[config.mk]
export PLATFORM = sky130hd
export DESIGN_NAME = mem_port_arbiter
export DESIGN_NICKNAME = d
export VERILOG_FILES = /design/src/rtl/mem_port_arbiter.sv
export SDC_FILE = /design/constraint.sdc
export NUM_CORES = 1
export LEC_CHECK = 0
export CAP_MARGIN = 10
export CORE_MARGIN = 5
export CORE_UTILIZATION = 32
export CTS_CLUSTER_DIAMETER = 60
export DETAILED_ROUTE_END_ITERATION = 16
export HOLD_SLACK_MARGIN = 0.15
export PLACE_DENSITY = 0.66
export SETUP_SLACK_MARGIN = 0.15
export SYNTH_ARGS = -nofsm -noshare
export SYNTH_HDL_FRONTEND = slang
export SYNTH_SLANG_ARGS = --single-unit
[constraint.sdc]
create_clock -name clk -period 1.5 [get_ports clk]
set_input_delay 0.45 -clock clk [delete_from_list [all_inputs] [get_ports clk]]
set_output_delay 0.45 -clock clk [all_outputs]
set_load 0.01 [all_outputs]
[src/rtl/mem_port_arbiter.sv]
// Single-port memory arbiter between IF and MEM stages: one fixed-latency access at a time.
// Optional starvation guard for fetches enabled by defining ARB_FAIRNESS_EN.
module mem_port_arbiter #(
  parameter int unsigned AW         = 32,
  parameter int unsigned DW         = 32,
  parameter int unsigned MEM_LAT    = 2,
  parameter int unsigned STARVE_MAX = 4
) (
  input  logic          clk,
  input  logic          reset,
  input  logic          if_req,
  input  logic [AW-1:0] if_addr,
  output logic          if_ack,
  output logic [DW-1:0] if_rdata,
  input  logic          d_req,
  input  logic          d_we,
  input  logic [AW-1:0] d_addr,
  input  logic [DW-1:0] d_wdata,
  output logic          d_ack,
  output logic [DW-1:0] d_rdata,
  output logic          stall_if,
  output logic          stall_mem,
  output logic          mem_en,
  output logic          mem_we,
  output logic [AW-1:0] mem_addr,
  output logic [DW-1:0] mem_wdata,
  input  logic [DW-1:0] mem_rdata,
  output logic          busy
);

  if (MEM_LAT < 1 || MEM_LAT > 15) begin : g_bad_mem_lat
    $error("MEM_LAT must be within 1..15");
  end
  if (STARVE_MAX < 1 || STARVE_MAX > 15) begin : g_bad_starve_max
    $error("STARVE_MAX must be within 1..15");
  end

  typedef enum logic [1:0] {
    S_IDLE,
    S_ISSUE,
    S_WAIT,
    S_DONE
  } state_e;

  localparam logic [3:0] LAT_INIT = 4'(MEM_LAT - 1);

  state_e        state_q, state_d;
  logic [3:0]    cnt_q, cnt_d;
  logic          own_if_q, own_if_d;
  logic          we_q, we_d;
  logic          mem_en_q, mem_en_d;
  logic          mem_we_q, mem_we_d;
  logic [AW-1:0] mem_addr_q, mem_addr_d;
  logic [DW-1:0] mem_wdata_q, mem_wdata_d;
  logic          if_ack_q, if_ack_d;
  logic          d_ack_q, d_ack_d;
  logic [DW-1:0] if_rdata_q, if_rdata_d;
  logic [DW-1:0] d_rdata_q, d_rdata_d;
  logic          busy_q, busy_d;
  logic          gnt_d, gnt_if;
  logic          force_if;

  assign gnt_d  = (state_q == S_IDLE) && d_req && !force_if;
  assign gnt_if = (state_q == S_IDLE) && if_req && !gnt_d;

`ifdef ARB_FAIRNESS_EN
  localparam logic [3:0] STARVE_LIM = 4'(STARVE_MAX);

  logic [3:0] fair_q, fair_d;

  assign force_if = if_req && d_req && (fair_q == STARVE_LIM);

  // Counts consecutive data grants that left a fetch waiting.
  always_comb begin
    fair_d = fair_q;
    if (gnt_if) begin
      fair_d = '0;
    end else if (gnt_d) begin
      if (!if_req)
        fair_d = '0;
      else if (fair_q != STARVE_LIM)
        fair_d = fair_q + 4'd1;
    end
  end

  always_ff @(posedge clk) begin
    if (!reset) fair_q <= '0;
    else        fair_q <= fair_d;
  end
`else
  assign force_if = 1'b0;
`endif

  always_comb begin
    state_d     = state_q;
    cnt_d       = cnt_q;
    own_if_d    = own_if_q;
    we_d        = we_q;
    mem_en_d    = 1'b0;
    mem_we_d    = 1'b0;
    mem_addr_d  = '0;
    mem_wdata_d = '0;
    if_ack_d    = 1'b0;
    d_ack_d     = 1'b0;
    if_rdata_d  = if_rdata_q;
    d_rdata_d   = d_rdata_q;

    case (state_q)
      S_IDLE: begin
        // Memory strobe is registered here so it is high for exactly the ISSUE cycle.
        if (gnt_d || gnt_if) begin
          state_d     = S_ISSUE;
          own_if_d    = gnt_if;
          we_d        = gnt_d && d_we;
          mem_en_d    = 1'b1;
          mem_we_d    = gnt_d && d_we;
          mem_addr_d  = gnt_d ? d_addr : if_addr;
          mem_wdata_d = (gnt_d && d_we) ? d_wdata : '0;
        end
      end
      S_ISSUE: begin
        state_d = S_WAIT;
        cnt_d   = LAT_INIT;
      end
      S_WAIT: begin
        if (cnt_q == '0) begin
          state_d  = S_DONE;
          if_ack_d = own_if_q;
          d_ack_d  = !own_if_q;
          if (!we_q) begin
            if (own_if_q) if_rdata_d = mem_rdata;
            else          d_rdata_d  = mem_rdata;
          end
        end else begin
          cnt_d = cnt_q - 4'd1;
        end
      end
      S_DONE: begin
        state_d = S_IDLE;
      end
      default: begin
        state_d = S_IDLE;
      end
    endcase

    busy_d = (state_d != S_IDLE);
  end

  always_ff @(posedge clk) begin
    if (!reset) begin
      state_q     <= S_IDLE;
      cnt_q       <= '0;
      own_if_q    <= 1'b0;
      we_q        <= 1'b0;
      mem_en_q    <= 1'b0;
      mem_we_q    <= 1'b0;
      mem_addr_q  <= '0;
      mem_wdata_q <= '0;
      if_ack_q    <= 1'b0;
      d_ack_q     <= 1'b0;
      if_rdata_q  <= '0;
      d_rdata_q   <= '0;
      busy_q      <= 1'b0;
    end else begin
      state_q     <= state_d;
      cnt_q       <= cnt_d;
      own_if_q    <= own_if_d;
      we_q        <= we_d;
      mem_en_q    <= mem_en_d;
      mem_we_q    <= mem_we_d;
      mem_addr_q  <= mem_addr_d;
      mem_wdata_q <= mem_wdata_d;
      if_ack_q    <= if_ack_d;
      d_ack_q     <= d_ack_d;
      if_rdata_q  <= if_rdata_d;
      d_rdata_q   <= d_rdata_d;
      busy_q      <= busy_d;
    end
  end

  assign if_ack    = if_ack_q;
  assign d_ack     = d_ack_q;
  assign if_rdata  = if_rdata_q;
  assign d_rdata   = d_rdata_q;
  assign mem_en    = mem_en_q;
  assign mem_we    = mem_we_q;
  assign mem_addr  = mem_addr_q;
  assign mem_wdata = mem_wdata_q;
  assign busy      = busy_q;
  assign stall_if  = if_req & ~if_ack_q;
  assign stall_mem = d_req & ~d_ack_q;

endmodule

==> results of run 1 <==
## cells by family after synthesis
kind of cell | count (synthesis)
multiplexers | 64
buffers and inverters | 39
adder cells (fa/ha/maj) | 6
AO/OA/AOI/OAI | 47
AND/OR/NAND/NOR | 222
flip-flops | 141
## what timing repair did
item,CTS,global route
endpoints found under the setup margin,269,189
gates cloned,2,0
gates resized for setup,625,67
pin swaps,2,0
buffers inserted,4,2
## state kept, by name (all words and copies together) (netlist names), 2 cells and up
register   flops
if_rdata      32
state_q        2
cnt_q          4
mem_wdata     32
d_rdata       32
mem_addr      32
## worst max-delay path: stages, from the launching register on
cell      delay [ns]
dfxtp_2         0.32
inv_2           0.08
ha_4            0.13
and4bb_4        0.28
nand3b_4        0.19
buf_12          0.22
mux2i_1         0.16
## final cells by class
class / instances / area, um^2
diodes: 1 / 2.50
clock inverters: 14 / 194
fillers: 1418 / 6770
well taps: 211 / 264
clock buffers: 18 / 429
multi-input cells: 339 / 2000
repair buffers: 297 / 2650
inverters: 6 / 25.0
flip-flops and latches: 141 / 2920
## through the flow
step	cell area [um^2]	setup slack [ns]	hold WS, ns	power [uW]	instances
3_3_place_gp	8010	-0.629	0.446	7940	986
6_report	8490	0.0380	0.438	12300	1027
2_1_floorplan	5030	0.0172	0.450	6190	519
5_1_grt	8490	-0.0466	0.435	12900	1027
4_1_cts	8250	0.0178	0.396	12300	1024
3_5_place_dp	8010	-0.625	0.455	8040	986
## worst min-delay path by stage
stage	cells after the start	slack [ns]	to	startpoint
after global routing	3	0.43	cnt_q[2]	reset
after CTS	3	0.40	cnt_q[3]	reset
after floorplan	2	0.45	we_q	we_q
final	3	0.44	cnt_q[3]	reset
after global placement	2	0.45	if_rdata[29]	if_rdata[29]
after detailed placement	2	0.45	if_rdata[23]	if_rdata[23]
## power groups by stage
stage               registers [uW]  clock network, uW  logic, uW
floorplan                     4770                  0       1430
global placement              4550                  0       3390
detailed placement            4570                  0       3470
CTS                           4530               4510       3280
global route                  4620               4670       3660
finish                        4560               4390       3360
## cells in the mapped netlist (2+ instances only)
cell type / instances / share of area [%]
buf_2: 3 / 0.30
and2_1: 34 / 4.3
inv_1: 4 / 0.30
clkbuf_1: 22 / 1.7
dfxtp_1: 141 / 57
inv_2: 2 / 0.15
buf_12: 3 / 1.2
mux2i_1: 64 / 13
nand2_1: 165 / 12
nor2b_1: 3 / 0.38
a21oi_1: 38 / 3.8
nand3_1: 3 / 0.30
nor2_1: 7 / 0.53
o21ai_0: 4 / 0.40
buf_4: 4 / 0.60
ha_1: 6 / 1.5
## metal layers
layer  track usage, %  part of all wire (%)
met2             29.3                    51
met5                0                     0
met3             5.48                   7.3
met4             8.43                   3.1
met1             19.1                    38
==> run_results.csv, run 1 <==
group,metric,value,unit
floorplanning,rows,45,
routing,drt_pass1_iterations,5,
place,dp_hpwl,11600,um
yosys,netlist_instances,519,
yosys,synthMuxAreaShare,12.9,%
setup_path,end_kind,"flip-flop",
global_routing,grt_pass1_wl,24500,um
pwr,netSwitchingPower,3490,uW
routing,vias,4528,
timing,min_period_over_period,97.5,%
clock_network,cts_tree,"yes",
timing,fmax,684,MHz
clock_network,cts_root_buffer,"clkbuf_16",
setup_path,rrSetupSlack,0.04,ns
clock_network,clk_pin_slew_worst_paths,0.06,ns
yosys,ys_seq_elements,141,
timing,rsz0062_at_grt,"yes",
timing,max_slew.worst_pin.slew,0.318,ns
global_routing,grt_max_degree,71,
setup_path,cp_max_fo,11,
yosys,synth_compound_area_share,5.05,%
global_routing,antenna_found_initial,1,
layout,synthToLayoutAreaGrowth,70.3,%
pwr,swShare,28.4,%
clock_network,clkSinkCount,141,
pwr,p_per_area,1450,nW/um^2
clock_network,numCtsBuffers,17,
floorplanning,die_y,135,um
yosys,synthArstFlopShare,0,%
global_routing,track_usage,17.1,%
global_routing,overflow,0,
pwr,intPower,8820,uW
setup_path,crit_type,"reg2reg",
yosys,avgSynthCellArea,9.60,um^2
clock_network,ctsHoldBuffers,0,
timing,setup_viol_count_final,0,
setup_path,cp.arrival,1.79,ns
pwr,ir_worst_vdd,0.000755,V
routing,wl,15700,um
layout,drive_gt1_share,35.8,%
routing,wl_per_cell,15.3,um
layout,nets,941,
routing,vias_per_cell,4.41,
pwr,p_seq_share,37.0,%
pwr,p_comb_share,27.3,%
setup_path,required,1.83,ns
layout,mostFrequentLayoutCells,"165 x nand2_1, 129 x clkdlybuf4s50_1, 89 x buf_2",
layout,post-route-util,55.6,%
routing,ant_nets,0,
yosys,yosysWarnings,0,
yosys,ys.flop_type,"dfxtp_1",
yosys,syn-num-nets,658,
setup_path,rr_worst_depth,6,
routing,drc,0,
setup_path,startpoint_type,"flip-flop",
yosys,yosysUniqueCellTypes,32,
yosys,synth-xor-area-share,0,%
setup_path,cp-endpoint,"if_rdata[20]",
timing,period_needed,1.46,ns
pwr,power_leakage,0.00416,uW
yosys,synth_edf_count,0,
clock_network,h-tree-depth,4,
floorplanning,num_io_pins,268,
timing,relSlewSlack,78.8,%
yosys,syn_area,4980,um^2
timing,finalSetupTns,0,ns
place,place.port_buffers,267,
timing,report.final.slew_viol_count,0,
floorplanning,start_util,32.7,%
setup_path,critPathLaunch,"cnt_q[0]",
layout,layout_commonest_cell,"nand2_1",
floorplanning,die_x,135,um
floorplanning,core-area,15300,um^2
routing,first_iter_violations,160,
setup_path,reg2reg_from,"cnt_q[0]",
job,cap_violations,0,
global_routing,grt_pass1_vias,4755,
place,place_congestion,0.776,
yosys,synthSimpleGateAreaFrac,19.5,%
outcome,status,"complete, no violations",
yosys,synthAdderAreaFrac,1.51,%
timing,hold_violations,0,
hold_path,min-delay-path-class,"in2reg",
pwr,clock_power_share,35.7,%
clock_network,clock_latency,0.41,ns
timing,skew,0.00708,ns
yosys,seq_area_frac_synth,56.6,%
setup_path,rr_endpoint,"if_rdata[20]",
clock_network,ctsLongestPathBuffers,2,
yosys,synth_top_family_by_area,"simple AND/OR/NAND/NOR gates",
floorplanning,die_area,18200,um^2
No activity file was read; power rests on OpenSTA's default activity.
==> run 2: changes to the inputs <==
--- a/config.mk
+++ b/config.mk
@@ -6,7 +6,6 @@
 export NUM_CORES = 1
 export LEC_CHECK = 0
 export CAP_MARGIN = 10
-export CORE_MARGIN = 5
 export CORE_UTILIZATION = 32
 export CTS_CLUSTER_DIAMETER = 60
 export DETAILED_ROUTE_END_ITERATION = 16
==> run 2 against run 1 <==
- largest power group unchanged
- global-route usage is 1.0 points higher
- non-clock buffer count decreased by 4
- critical path depth is 3 lower
- hold slack worse by 0.012 ns
- critical path type is now in2out
- power is 2.0% higher
- cell count is 2.8% lower
- die area down 12%
==> run_results.csv, run 2 (synthesized netlist as in run 1, its figures left out) <==
group,metric,value,unit
outcome,status,"complete, no violations",
routing,ant_nets,0,
pwr,ir_worst_vdd,0.000807,V
timing,finalSetupTns,0,ns
layout,multi_input_area,2040,um^2
layout,post-route-util,55.1,%
floorplanning,die_y,127,um
routing,drt_pass1_iterations,4,
timing,min_period_over_period,97.2,%
routing,wl,14800,um
floorplanning,core-area,15200,um^2
routing,wl_per_cell,14.8,um
place,place.port_buffers,267,
layout,mostFrequentLayoutCells,"165 x nand2_1, 129 x clkdlybuf4s50_1, 107 x buf_2",
global_routing,grt_pass1_vias,4556,
setup_path,crit_type,"in2out",
setup_path,required,1.05,ns
setup_path,end_kind,"output pin",
clock_network,ctsHoldBuffers,0,
timing,period_needed,1.46,ns
floorplanning,die_area,16100,um^2
pwr,netSwitchingPower,3460,uW
clock_network,ctsLongestPathBuffers,2,
setup_path,critPathLaunch,"if_req",
pwr,swShare,27.5,%
setup_path,rr_endpoint,"if_rdata[14]",
timing,fin_hold_ws,0.426,ns
timing,rsz0062_at_grt,"yes",
setup_path,cpPeakStageDelay,0.27,ns
clock_network,clock_latency,0.41,ns
pwr,p_per_area,1500,nW/um^2
job,cap_violations,0,
clock_network,h-tree-depth,4,
place,placed_cells,959,
setup_path,rr_worst_depth,6,
routing,vias,4504,
setup_path,startpoint_type,"input pin",
global_routing,overflow,0,
setup_path,slowest_stage,"dlygate4sd2_1",
layout,fin_cells,998,
timing,report.final.slew_viol_count,0,
layout,ff_latch_area,2910,um^2
hold_path,min-delay-path-class,"in2reg",
pwr,p_seq_share,36.2,%
clock_network,cts_root_buffer,"clkbuf_16",
timing,max_slew.worst_pin.slew,0.374,ns
global_routing,track_usage,18.1,%
global_routing,grt_pass1_wl,22600,um
floorplanning,num_io_pins,268,
setup_path,cp-endpoint,"stall_if",
setup_path,crit_buf_inv,2,
setup_path,reg2reg_from,"state_q[0]",
pwr,clock_power_share,35.9,%
layout,synthToLayoutAreaGrowth,68.2,%
layout,drive_gt1_share,34.2,%
timing,fmax,686,MHz
setup_path,path_depth,3,
layout,layout_commonest_cell,"nand2_1",
layout,antennaDiodeCount,0,
floorplanning,start_util,32.8,%
routing,first_iter_violations,184,
timing,relSlewSlack,75.1,%
timing,skew,0.00625,ns
pwr,intPower,9100,uW
setup_path,rrSetupSlack,0.06,ns
timing,setup_viol_count_final,0,
routing,drc,0,
layout,fill_cells,1351,
timing,hold_violations,0,
global_routing,grt_max_degree,97,
pwr,p_comb_share,28.0,%
setup_path,path_cells,"dlygate4sd2_1 -> nor2b_2 -> buf_2",
setup_path,cp_max_fo,3,
clock_network,numCtsBuffers,17,
place,dp_hpwl,10400,um
setup_path,cp.arrival,1.01,ns
floorplanning,die_x,127,um
clock_network,clkSinkCount,141,
place,place_congestion,0.737,
clock_network,cts_tree,"yes",
global_routing,antenna_found_initial,0,
pwr,p_total,12600,uW
pwr,power_leakage,0.00415,uW
floorplanning,rows,45,
setup_path,critPathTopFamily,"buffers and inverters",
routing,vias_per_cell,4.51,
clock_network,clk_pin_slew_worst_paths,0.05,ns
layout,nets,937,
-- run 2: cell type report --
cell class / count / share of cell area (%)
clock buffers: 26 / 6.07
clock inverters: 5 / 1.52
inverters: 6 / 0.299
multi-input cells: 339 / 24.4
flip-flops and latches: 141 / 34.7
well taps: 188 / 2.81
repair buffers: 293 / 30.3
-- run 2: worst min-delay path by stage --
stage,from,to,slack (ns),depth (start not counted)
6_report,reset,cnt_q[3],0.43,3
5_1_grt,reset,cnt_q[2],0.43,3
4_1_cts,reset,cnt_q[3],0.40,3
3_5_place_dp,if_rdata[10],if_rdata[10],0.45,2
3_3_place_gp,d_rdata[21],d_rdata[21],0.45,2
2_1_floorplan,we_q,we_q,0.45,2
-- run 2: power by group through the flow --
| stage | Combinational (uW) | Clock (uW) | Sequential [uW] |
|---|---|---|---|
| 2_1_floorplan | 1430 | 0 | 4770 |
| 3_3_place_gp | 3310 | 0 | 4550 |
| 3_5_place_dp | 3370 | 0 | 4560 |
| 4_1_cts | 3330 | 4600 | 4500 |
| 5_1_grt | 3780 | 4760 | 4600 |
| 6_report | 3510 | 4500 | 4540 |
-- run 2: worst min-delay path, delay by kind of cell --
kind	cells	cell delay [ns]
AO/OA/AOI/OAI	1	0.06
buffers and inverters	2	0.28
-- run 2: per-layer routing --
layer | share of wire, % | vias up | GRT usage, %
met3 | 6.4 | 33 | 5.61
met5 | 0 | - | 0
met2 | 49 | 169 | 31.4
li1 | - | 2243 | -
met1 | 41 | 2059 | 20.0
met4 | 2.8 | 0 | 9.03
-- run 2: timing repair --
item | in CTS | in global routing
hold endpoints to repair | 0 | 0
cloned | 3 | 1
setup buffers | 4 | 0
endpoints found under the setup margin | 269 | 186
resized for setup | 588 | 75
pin swaps | 1 | 3
-- run 2: per-stage QoR --
| stage | cell area [um^2] | setup slack (ns) |
|---|---|---|
| 6_report | 8380 | 0.0425 |
| 5_1_grt | 8380 | 0.0139 |
| 4_1_cts | 8130 | 0.0537 |
| 3_5_place_dp | 7950 | -0.635 |
| 3_3_place_gp | 7950 | -0.645 |
| 2_1_floorplan | 5030 | 0.0172 |
==> run 3: changes to the inputs <==
--- a/config.mk
+++ b/config.mk
@@ -6,11 +6,13 @@
 export NUM_CORES = 1
 export LEC_CHECK = 0
 export CAP_MARGIN = 10
-export CORE_UTILIZATION = 32
+export CELL_PAD_IN_SITES_DETAIL_PLACEMENT = 2
+export CELL_PAD_IN_SITES_GLOBAL_PLACEMENT = 2
+export CORE_UTILIZATION = 19
 export CTS_CLUSTER_DIAMETER = 60
 export DETAILED_ROUTE_END_ITERATION = 16
 export HOLD_SLACK_MARGIN = 0.15
-export PLACE_DENSITY = 0.66
+export PLACE_DENSITY = 0.7
 export SETUP_SLACK_MARGIN = 0.15
 export SYNTH_ARGS = -nofsm -noshare
 export SYNTH_HDL_FRONTEND = slang
==> run 3 against run 2 <==
- wire length up 40%
- clock-buffer cell count is 8 lower
- non-clock buffer count grew 23
- register-to-register slack got worse by 0.04 ns
- via count up 6.2%
- flip-flop and latch count is the same
- power is 8.3% higher
- combinational power is 36% higher
- clock power down 5.3%
- hold slack better by 0.015 ns
- first-iteration DRC count fell by 44%
- clock skew up 0.0059 ns
==> run_results.csv, run 3 (synthesized netlist as in run 1, its figures left out) <==
group,metric,value,unit
pwr,clock_power_share,31.3,%
pwr,netSwitchingPower,4440,uW
timing,report.final.slew_viol_count,0,
timing,fin_hold_ws,0.440,ns
clock_network,clk_pin_slew_worst_paths,0.07,ns
pwr,p_per_area,1420,nW/um^2
global_routing,overflow,0,
setup_path,end_kind,"flip-flop",
hold_path,min-delay-path-class,"in2reg",
clock_network,ctsLongestPathBuffers,2,
timing,rsz0062_at_grt,"yes",
floorplanning,die_x,164,um
pwr,power_leakage,0.00454,uW
routing,wl_per_cell,17.8,um
layout,nets,960,
timing,max_slew.worst_pin.slew,0.367,ns
pwr,ir_worst_vdd,0.000887,V
routing,wl_met1,8420,um
place,dp_hpwl,13500,um
setup_path,crit_type,"reg2reg",
job,cap_violations,0,
routing,first_iter_violations,103,
timing,skew,0.0121,ns
routing,drt_pass1_iterations,5,
routing,ant_nets,0,
clock_network,h-tree-depth,4,
floorplanning,start_util,19.6,%
floorplanning,die_area,26900,um^2
pwr,swShare,32.6,%
floorplanning,rows,58,
clock_network,ctsHoldBuffers,0,
routing,wl,20800,um
routing,vias,4785,
floorplanning,num_io_pins,268,
pwr,p_seq_share,33.5,%
timing,min_period_over_period,98.4,%
layout,layout_commonest_cell,"nand2_1",
clock_network,cts_root_buffer,"clkbuf_16",
timing,hold_violations,0,
routing,vias_per_cell,4.11,
routing,met3_length,1120,um
place,place.port_buffers,267,
clock_network,clock_latency,0.42,ns
setup_path,required,1.80,ns
setup_path,cp.arrival,1.78,ns
layout,antennaDiodeCount,0,
global_routing,track_usage,14.7,%
routing,wl_met2,11000,um
setup_path,cp_max_fo,6,
global_routing,grt_pass1_vias,5119,
timing,setup_viol_count_final,0,
routing,top_layer,"met4",
timing,relSlewSlack,75.4,%
clock_network,cts_tree,"yes",
clock_network,clkSinkCount,141,
pwr,intPower,9160,uW
timing,period_needed,1.48,ns
global_routing,antenna_found_initial,0,
layout,synthToLayoutAreaGrowth,91.7,%
place,place_congestion,0.738,
outcome,status,"complete, no violations",
global_routing,grt_pass1_wl,29700,um
layout,mostFrequentLayoutCells,"135 x nand2_1, 129 x clkdlybuf4s50_1, 82 x dfxtp_2",
floorplanning,die_y,164,um
clock_network,numCtsBuffers,17,
timing,fmax,678,MHz
global_routing,grt_max_degree,55,
pwr,p_comb_share,35.1,%
layout,post-route-util,37.5,%
routing,drc,0,
layout,drive_gt1_share,49.8,%
floorplanning,core-area,25500,um^2
setup_path,startpoint_type,"flip-flop",
## run 3: cell count changes in the layout (fill, tap and decap cells not counted), moves of 30 or more
cell,delta
nand2_1,-30
and2_4,+33
and2_1,-33
buf_6,+36
buf_2,-37
## run 3: final cells by class
class | count | area, um^2
fillers | 2676 | 15900
repair buffers | 316 | 3140
flip-flops and latches | 141 | 2930
multi-input cells | 339 | 2470
clock buffers | 18 | 439
well taps | 330 | 413
clock inverters | 14 | 146
inverters | 6 | 27.5
## run 3: final timing paths
check	slack, ns	depth (start not counted)	end	from
setup / recovery	0.02	6	d_rdata[9]	state_q[0]
hold / removal	0.44	3	busy	reset
setup reg to reg	0.02	6	d_rdata[9]	state_q[0]
hold reg to reg	0.46	2	d_rdata[25]	d_rdata[25]
## run 3: repair_timing
item / in CTS / in global routing
pin swaps: 6 / 54
buffers inserted: 6 / 6
cloned: 7 / 5
setup endpoints to repair: 270 / 202
resized for setup: 665 / 199
## run 3: power by group through the flow
stage / Sequential (uW) / Clock, uW / Combinational, uW
2_1_floorplan: 4770 / 0 / 1430
3_3_place_gp: 4530 / 0 / 3570
3_5_place_dp: 4560 / 0 / 3620
4_1_cts: 4520 / 4430 / 3990
5_1_grt: 4620 / 4570 / 5130
6_report: 4560 / 4260 / 4780
## run 3: worst max-delay path, cell delays in order (launching register included)
cell and delay [ns]:
dfxtp_2 0.34, inv_4 0.08, ha_4 0.13, and4bb_4 0.33, nand2_8 0.14, buf_12 0.19
mux2i_2 0.15
## run 3: stage by stage
stage | area (um^2) | TNS (ns) | std cells | total power, uW | setup WS [ns]
2_1_floorplan | 5030 | 0 | 519 | 6190 | 0.0172
3_3_place_gp | 8190 | -20.99 | 1108 | 8100 | -0.544
3_5_place_dp | 8190 | -24.48 | 1108 | 8180 | -0.572
4_1_cts | 8690 | 0 | 1153 | 12900 | 0.0308
5_1_grt | 9560 | -0.0969 | 1164 | 14300 | -0.0187
6_report | 9560 | 0 | 1164 | 13600 | 0.0243
## run 3: metal layers
metal  track usage, %  up-vias
met5                0        -
met4             3.87        0
met3             4.42       16
met2             26.8      119
met1             16.6     2362
li1                 -     2288
